==> config.mk <==
export PLATFORM = sky130hd
export DESIGN_NAME = qm_sweep_driver
export DESIGN_NICKNAME = d
export VERILOG_FILES = /design/src/rtl/qm_sweep_driver.sv
export SDC_FILE = /design/constraint.sdc
export NUM_CORES = 1
export LEC_CHECK = 0
export BUFFER_PORTS_ARGS = -buffer_cell sky130_fd_sc_hd__buf_2
export CAP_MARGIN = 30
export CORE_ASPECT_RATIO = 0.8
export CORE_UTILIZATION = 45
export DETAILED_ROUTE_END_ITERATION = 7
export PLACE_DENSITY = 0.81
export SLEW_MARGIN = 20
export SYNTH_ARGS = -nofsm -noshare
export SYNTH_HDL_FRONTEND = slang
export SYNTH_SLANG_ARGS = --single-unit
==> constraint.sdc <==
create_clock -name clk -period 1.6 [get_ports clk]
set_input_delay 0.4 -clock clk [delete_from_list [all_inputs] [get_ports clk]]
set_output_delay 0.4 -clock clk [all_outputs]
set_load 0.01 [all_outputs]
==> src/rtl/qm_sweep_driver.sv <==
// qm_sweep_driver: exhaustive stimulus-and-capture wrapper for an N_IN-input
// combinational function. Walks every input vector once per sweep, samples
// the function response each cycle and accumulates a ones-count, the first
// asserting vector and (optionally) a 16-bit MISR signature.
//
// Optional feature macro: QM_SWEEP_MISR_EN
//   defined   -> signature is a 16-bit MISR over the dut_out stream
//   undefined -> signature is constant 16'h0000, no MISR flops
module qm_sweep_driver #(
   parameter int N_IN  = 11,
   parameter int CNT_W = 12
) (
   input  logic             clk,
   input  logic             rst,
   input  logic             start,
   output logic [N_IN-1:0]  dut_in,
   input  logic             dut_out,
   output logic             busy,
   output logic             done,
   output logic [CNT_W-1:0] ones_cnt,
   output logic             hit_valid,
   output logic [N_IN-1:0]  first_hit,
   output logic [15:0]      signature
);

   typedef enum logic [1:0] {
      IDLE  = 2'd0,
      SWEEP = 2'd1,
      DONE  = 2'd2
   } state_t;

   state_t           state;
   state_t           state_nxt;
   logic             launch;
   logic             last_vec;
   logic [N_IN-1:0]  idx_p0;

   // Holding increment: the counter is sized so it cannot overflow, but a
   // mis-parameterised instance saturates instead of silently wrapping.
   function automatic logic [CNT_W-1:0] sat_inc(input logic [CNT_W-1:0] v);
      if (v == {CNT_W{1'b1}}) begin
         return v;
      end
      return v + 1'b1;
   endfunction

   // The index register is 0 outside SWEEP (reset, launch and the final wrap
   // all leave it at 0), so it drives the function inputs directly.
   assign dut_in   = idx_p0;
   assign last_vec = (idx_p0 == {N_IN{1'b1}});

   // State register
   always_ff @(posedge clk) begin
      if (rst) begin
         state <= IDLE;
      end else begin
         state <= state_nxt;
      end
   end

   // Next-state decode, sweep launch and status outputs
   always_comb begin
      state_nxt = state;
      launch    = 1'b0;
      busy      = 1'b0;
      done      = 1'b0;
      case (state)
         IDLE: begin
            if (start) begin
               launch    = 1'b1;
               state_nxt = SWEEP;
            end
         end
         SWEEP: begin
            busy = 1'b1;
            if (last_vec) begin
               state_nxt = DONE;
            end
         end
         DONE: begin
            done = 1'b1;
            if (start) begin
               launch    = 1'b1;
               state_nxt = SWEEP;
            end else begin
               state_nxt = IDLE;
            end
         end
         default: begin
            state_nxt = IDLE;
         end
      endcase
   end

   // Stage p0: index walk and response accumulation (dut_out settles within
   // the cycle, so the sample at each edge belongs to the current index)
   always_ff @(posedge clk) begin
      if (rst) begin
         idx_p0    <= '0;
         ones_cnt  <= '0;
         hit_valid <= 1'b0;
         first_hit <= '0;
      end else if (launch) begin
         idx_p0    <= '0;
         ones_cnt  <= '0;
         hit_valid <= 1'b0;
         first_hit <= '0;
      end else if (state == SWEEP) begin
         idx_p0 <= idx_p0 + 1'b1;
         if (dut_out) begin
            ones_cnt <= sat_inc(ones_cnt);
            if (!hit_valid) begin
               hit_valid <= 1'b1;
               first_hit <= idx_p0;
            end
         end
      end
   end

`ifdef QM_SWEEP_MISR_EN
   logic [15:0] sig_p0;

   function automatic logic misr_fb(input logic [15:0] s, input logic d);
      return s[15] ^ s[13] ^ s[12] ^ s[10] ^ d;
   endfunction

   // MISR: seeded on launch, shifts once per swept vector, holds otherwise
   always_ff @(posedge clk) begin
      if (rst) begin
         sig_p0 <= 16'h0000;
      end else if (launch) begin
         sig_p0 <= 16'hFFFF;
      end else if (state == SWEEP) begin
         sig_p0 <= {sig_p0[14:0], misr_fb(sig_p0, dut_out)};
      end
   end

   assign signature = sig_p0;
`else
   assign signature = 16'h0000;
`endif

endmodule

### Yosys cells after proc, flatten, opt, wreduce, memory -nomap -nowiden

Index checks and enable logic that the tools add are counted.

| storage, ports and cells | value |
|---|---|
| flip-flop bits (word level) | 37 |
| input port bits | 4 |
| output and inout port bits | 53 |
| word-level logic and storage cells | 36 |

| operators by class | value |
|---|---|
| $add $sub $neg | 2 |
| eq/ne operators | 7 |
| multiplexer cells | 14 |
| bitwise gates (word level) | 1 |
| reduce and logical (&&, ||, !) cells | 7 |

Operators with widths:

| kind | number |
|---|---|
| adder 12 x 1 -> 12 bit (second input constant) | 1 |
| equality test 12 bit (second input constant) | 1 |
| two-way mux 12 bit | 1 |
| adder 11 x 1 -> 11 bit (second input constant) | 1 |
| equality test 11 bit (second input constant) | 1 |
| two-way mux 1 bit | 10 |
| inequality test 2 bit (second input constant) | 3 |
| case mux 2 bit (3 select lines) | 1 |
| AND reduction 3 bit | 2 |
| two-way mux 2 bit | 2 |
| AND reduction 2 bit | 2 |
| OR reduction 2 bit | 2 |
| equality test 2 x 1 -> 1 bit (second input constant) | 1 |
| equality test 2 bit (second input constant) | 1 |
| logical NOT 2 bit | 1 |
| NOT 1 bit | 1 |

### Depth between registers and ports, before layout

Gate-level depths: netlist of run 1.

| logic depth | value |
|---|---|
| depth in word-level cells | 8 |
| gate-level depth with buffers | 6 |
| mapped depth without buffers | 5 |

### Least setup slack after synthesis of run 1

No wires, ideal clock.

| path | value |
|---|---|
| path kind | register to register |
| start | register ones_cnt[0] |
| end | register ones_cnt[1] |
| setup time | 0.128 ns |
| arrival time | 1.349 ns |
| data required time | 1.472 ns |
| path slack | 0.124 ns |
| stages on the path, launching flop included | 6 |
| buffers on the path | 0 |
| clock period less this slack | 1.476 ns |
| path through | dfxtp_1 ha_1 nand3_1 o31ai_4 mux2i_1 nor2_1 |

| between the ends | value |
|---|---|
| word-level cells in the longest chain between the ends | 8 |
| elaborated cells between the ends (all ways) | 10 |
| those cells by class | add/sub (1); eq/ne (2); mux (6); reduce/logical (1) |

Ends and longest elaborated chain:

| what | line | source |
|---|---|---|
| start, declared | 20 | `output logic [CNT_W-1:0] ones_cnt,` |
| start signal, assigned | 111 | `ones_cnt <= sat_inc(ones_cnt);` |
| equality test 12 bit | 41 | `if (v == {CNT_W{1'b1}}) begin` |
| two-way mux 1 bit | 41 |  |
| two-way mux 1 bit | 110 | `if (dut_out) begin` |
| two-way mux 1 bit | 108 | `end else if (state == SWEEP) begin` |
| two-way mux 1 bit | 103 | `end else if (launch) begin` |
| two-way mux 1 bit | 98 | `if (rst) begin` |
| inequality test 2 bit (no line) | - |  |
| AND reduction 3 bit (no line) | - |  |

Parallel ways exist; a longest one is shown, timed or not. The select of a mux whose other input is x is not followed.
A chain may end at the register's enable or synchronous reset.

### Worst setup path after layout of run 1

| path | value |
|---|---|
| start | register ones_cnt[7] |
| end | register ones_cnt[1] |

| between the ends | value |
|---|---|
| word-level cells in the longest chain between the ends | 8 |

Ends and longest elaborated chain:

| what | line |
|---|---|
| equality test 12 bit (*) | 41 |
| two-way mux 1 bit | 41 |
| two-way mux 1 bit | 110 |
| two-way mux 1 bit | 108 |
| two-way mux 1 bit | 103 |
| two-way mux 1 bit | 98 |
| inequality test 2 bit (no line) (*) | - |
| AND reduction 3 bit (no line) (*) | - |

Mark *: on every way between the ends. The rest lies on a longest branch, timed or not. The select of a mux whose other input is x is not followed.

==> metrics.yaml, run 1 <==
worstSetupStartpointType: "flop"
coreArea_um2: 3520
synth_edf_count: 0
ir_drop_uv: 467
antenna_cells: 0
clkSinkCount: 37
wl_per_cell_um: 12.3
ys_top_cells_by_area: "dfxtp_1 (43%), buf_4 (7.1%), nand2_1 (6.2%), a21oi_1 (5.9%), xor2_1 (5.7%)"
fillers: 310
final.period_utilization_pct: 94.3
cts_root_buf: "clkbuf_8"
min-delay-path-class: "in2reg"
first_global_vias: 1378
initial_utilization_pct: 48.4
combPwrFrac_pct: 7.4
hpwl_um: 2670
hold_viol: 0
power.internal_uw: 1310
max_freq_mhz: 663
synth_warnings: 0
slew_violations: 0
first_pass_iters: 6
portBuffers: 40
final.setup_skew_ns: 0.00186
p_clk_share_pct: 38.3
grt_pass1_wl_um: 5930
setup_viol: 0
cts_tree: "built"
syn_inst: 200
grt_max_degree: 23
synth_area_per_cell_um2: 8.51
min_period_ns: 1.51
crit_fanout: 5
finalSetupTns_ns: 0
arrival_ns: 1.69
synth_seq_area_share_pct: 43.5
p_switching_uw: 402
row_count: 19
async_flop_share_pct: 0
layout_setup_ws_ns: 0.0917
cp-end-kind: "flop"
die_w_um: 70.8
cap_violations: 0
die_h_um: 57.0
clk_latency_ns: 0.29
drt-total-wl_um: 3730
grt_usage_pct: 18.9
place_congestion: 0.820
status: "finished, final reports clean"
antenna_found_initial: 0
layout.nets: 268
dr_total_vias: 1565
syn2layout_area_growth_pct: 25.0
drcViolationCount: 0
yosys-top-cells-count: "dfxtp_1 (37), nand2_1 (28), a21oi_1 (20)"
overflow: 0
ant_nets: 0
seq_power_share_pct: 54.3
cts_htree_levels: 2
p_per_area_nw_per_um2: 806
fp.dieArea_um2: 4040
syn_area_um2: 1700
drive_gt1_share_pct: 28.6
fin_area_um2: 2130
rsz0062_at_grt: "false"
dp.cells: 294
crit_type: "reg2reg"
swShare_pct: 23.4
dp_slack_ns: -0.00754
critPathRequiredTime_ns: 1.78
ys_ff_latch: 37
synth.most_common_cell: "dfxtp_1"
cts.clk_slew.worst_paths_ns: 0.07
clock_path_buffers: 2
synth_top_flop_cell: "dfxtp_1"
numCtsBuffers: 5
vias_per_cell: 5.15
io_pins: 57
synth_top_area_cell: "dfxtp_1"
placed_cell_area_um2: 2010
instances_no_fill: 304
leakage_uw: 0.000944
drt_iter0_drc: 88
synth.distinct_cells: 34
synth_top_area_share_pct: 43.5
holdWs_ns: 0.279
-- cell type report --
class | instances | area (µm²) | area share [%]
clock buffers | 7 | 86.3 | 4.06
inverters | 2 | 7.51 | 0.353
well taps | 42 | 52.6 | 2.47
repair buffers | 64 | 380 | 17.9
multi-input cells | 152 | 861 | 40.4
flip-flops and latches | 37 | 741 | 34.8
-- placed cells by master, fill, tap and decap left out, types with 6 or more instances in the layout --
master | Yosys | layout
buf_2 | 1 | 40
dfxtp_1 | 37 | 37
nand2_1 | 28 | 28
buf_4 | 16 | 24
a21oi_1 | 20 | 20
nor2_1 | 18 | 18
conb_1 | 1 | 16
xor2_1 | 11 | 11
o21ai_0 | 8 | 8
or3_1 | 7 | 7
nand3_1 | 8 | 7
nand4_1 | 6 | 6
clkbuf_8 | 0 | 6
-- kinds of logic (layout without fill, tap and decap cells) --
family                     count (synthesis)  count (layout)  synth area share (%)
xor gates and xnor gates                  13              13                  6.69
and+or+nand+nor                           86              86                  25.8
buffers and inverters                     26              73                  9.77
other                                      1              16                 0.220
DFF                                       37              37                  43.5
AOI/OAI and AO/OA                         33              33                  11.4
adders and majority gates                  2               2                  1.47
muxes                                      2               2                  1.18
-- worst max-delay path, cell delays in order (launching register included) --
cell     delay (ns)
dfxtp_1        0.38
nand4_1        0.25
o31ai_4        0.39
buf_4          0.18
mux2i_1        0.17
nor2_1         0.05
-- final timing paths --
check               start      endpoint  slack, ns  depth (start not counted)
max           ones_cnt[7]   ones_cnt[1]       0.09                          5
min reg2reg  first_hit[5]  first_hit[5]       0.45                          2
max reg2reg   ones_cnt[7]   ones_cnt[1]       0.09                          5
min                   rst      state[0]       0.28                          2
-- timing repair --
item,4_1_cts,5_1_grt
resized for setup,0,3
setup endpoints to repair,0,3
setup buffers,0,3
hold buffers,0,0
-- metrics by stage --
step,util [%],power [µW]
floorplan,-,1060
global placement,57.1,1070
detailed placement,57.1,1070
CTS,59.6,1710
global route,60.5,1780
finish,60.5,1720
-- per-layer routing --
layer	vias to the layer above	wire, µm	global-route usage (%)
li1	781	-	-
met1	733	1720	22.4
met2	45	1710	31.6
met3	6	250	7.07
met4	0	54	7.14
met5	-	0	0
-- power by group through the flow --
stage | Combinational (µW) | Clock (µW) | Sequential [µW]
after floorplan | 104 | 0 | 959
after global placement | 119 | 0 | 953
after detailed placement | 121 | 0 | 953
after CTS | 122 | 659 | 932
after global routing | 137 | 708 | 932
final | 127 | 657 | 932
-- state kept, by name, indices dropped and copies added, names as in the netlist --
signal and cells:
ones_cnt 12, dut_in 11, first_hit 11, state 2
hit_valid 1
(Power assumes the default switching activity.)
==> run 2: changes to the inputs <==
--- a/config.mk
+++ b/config.mk
@@ -5,12 +5,13 @@
 export SDC_FILE = /design/constraint.sdc
 export NUM_CORES = 1
 export LEC_CHECK = 0
+export ABC_AREA = 0
 export BUFFER_PORTS_ARGS = -buffer_cell sky130_fd_sc_hd__buf_2
 export CAP_MARGIN = 30
 export CORE_ASPECT_RATIO = 0.8
-export CORE_UTILIZATION = 45
+export CORE_UTILIZATION = 34
 export DETAILED_ROUTE_END_ITERATION = 7
-export PLACE_DENSITY = 0.81
+export PLACE_DENSITY = 0.68
 export SLEW_MARGIN = 20
 export SYNTH_ARGS = -nofsm -noshare
 export SYNTH_HDL_FRONTEND = slang
==> constraint.sdc (replaced) <==
create_clock -name clk -period 1.2 [get_ports clk]
set_input_delay 0.3 -clock clk [delete_from_list [all_inputs] [get_ports clk]]
set_output_delay 0.3 -clock clk [all_outputs]
set_load 0.01 [all_outputs]
==> run 2 against run 1 <==
Net effect: the run now ends with setup timing left; clock-buffer cell count shrank 2; routed wire length grew 30%; core utilization grew 0.20 points; non-clock buffer count grew 27; critical path depth grew 1; register-to-register slack lost 0.30 ns; critical endpoint is now ones_cnt[9]; largest power group unchanged.
==> metrics.yaml, run 2 (synthesis results as in run 1) <==
first_pass_iters: 4
rsz0062_at_grt: "true"
cts.clk_slew.worst_paths_ns: 0.08
clock_path_buffers: 2
die_h_um: 65.3
antenna_cells: 0
r2r_cells: 6
critPathRequiredTime_ns: 1.42
grt_pass1_wl_um: 7110
worstReg2RegEnd: "ones_cnt[9]"
cts_htree_levels: 2
cap_violations: 0
io_pins: 57
hold_viol: 0
drcViolationCount: 0
final_common_cell: "buf_6"
worstHoldStart: "rst"
overflow: 0
drive_gt1_share_pct: 56.9
hold_depth: 2
regMostFlops: "ones_cnt"
die_w_um: 81.1
final.setup_skew_ns: 0.00952
numCtsBuffers: 5
dp_slack_ns: -0.265
worst_path_max_delay_cell: "dfxtp_4"
wl_per_cell_um: 13.8
drt_iter0_drc: 44
antenna_found_initial: 0
place_congestion: 0.809
leakage_uw: 0.00124
reg2reg_from: "ones_cnt[1]"
swShare_pct: 26.0
layout_common_cells: "buf_6 (37), buf_4 (26), buf_2 (24)"
critPathMaxStageDelay_ns: 0.37
clkSinkCount: 37
combPwrFrac_pct: 12.7
syn2layout_area_growth_pct: 67.7
p_switching_uw: 620
finalSetupTns_ns: -3.11
final.period_utilization_pct: 117
worstSetupStartpointType: "flop"
crit_type: "reg2reg"
crit_fanout: 4
cp-end-kind: "flop"
first_global_vias: 1528
crit_chain: "ha_4, nand3_4, buf_4, o2111ai_2, or3_1, a21oi_1"
cts_tree: "built"
min_period_ns: 1.41
min-delay-path-class: "in2reg"
max_freq_mhz: 711
ant_nets: 0
initial_utilization_pct: 36.2
power.internal_uw: 1760
coreArea_um2: 4710
portBuffers: 40
dr_total_vias: 1724
slew_violations: 0
p_clk_share_pct: 35.8
fp.dieArea_um2: 5300
ir_drop_uv: 426
p_per_area_nw_per_um2: 835
grt_max_degree: 18
r2r_setup_slack_ns: -0.21
clk_latency_ns: 0.29
hpwl_um: 2890
row_count: 22
vias_per_cell: 4.93
failed_checks: "setup timing"
arrival_ns: 1.63
hold_buffers: 0
setup_viol: 33
seqCellArea_um2: 798
seq_power_share_pct: 51.5
cts_root_buf: "clkbuf_8"
grt_usage_pct: 17.9
multiInputGateArea_um2: 1070
hold_end: "state[0]"
largest_register_ffs: 12
drt-total-wl_um: 4840
fillers: 394
layout.nets: 295
status: "finished, violations left"
layout_setup_ws_ns: -0.207
run 2: worst max-delay path by stage:
stage,startpoint,end,slack (ns),depth (start not counted)
after global routing,state[1],ones_cnt[7],-0.31,5
after floorplan,ones_cnt[1],ones_cnt[10],-0.13,5
after global placement,dut_out,ones_cnt[7],-0.23,5
final,ones_cnt[1],ones_cnt[9],-0.21,6
after CTS,ones_cnt[6],ones_cnt[1],-0.19,5
after detailed placement,dut_out,ones_cnt[7],-0.27,5
run 2: what timing repair did:
action | CTS | global route
pin swaps | 17 | 27
endpoints found under the setup margin | 46 | 54
resized for setup | 41 | 59
setup buffers | 4 | 6
endpoints found under the hold margin | 0 | 0
gates cloned | 3 | 1
run 2: through the flow:
stage	std cells	hold WS, ns	utilization [%]	power [µW]	instance area (µm²)
3_3_place_gp	329	0.440	47.8	1430	2250
3_5_place_dp	329	0.447	47.8	1430	2250
2_1_floorplan	215	0.362	-	1400	1840
4_1_cts	343	0.177	55.0	2360	2590
6_report	350	0.184	60.7	2380	2860
5_1_grt	350	0.191	60.7	2480	2860
run 2: metal layers:
layer	share of wire (%)	vias to the layer above	global-route usage, %
met5	0	-	0
met4	2.9	0	9.38
met3	4.7	12	3.06
met2	47	63	26.7
met1	45	812	24.4
li1	-	837	-
run 2: final cells by class:
class	instances	area share, %
flip-flops and latches	37	27.9
repair buffers	91	28.8
clock buffers	5	2.41
well taps	60	2.63
clock inverters	3	0.613
inverters	2	0.263
multi-input cells	152	37.4
run 2: power groups by stage:
stage                     Sequential, µW  Combinational, µW  Clock [µW]
after global routing                1230                323         932
after floorplan                     1260                140           0
after global placement              1250                178           0
after detailed placement            1250                179           0
final                               1230                303         853
after CTS                           1230                258         873
run 2: critical path, delay by kind of cell (launching register included):
| family | cells | cell delay [ns] |
|---|---|---|
| buffers and inverters | 1 | 0.12 |
| AO/OA/AOI/OAI | 2 | 0.26 |
| AND/OR/NAND/NOR | 2 | 0.42 |
| adder cells (fa/ha/maj) | 1 | 0.17 |
| flip-flops | 1 | 0.37 |
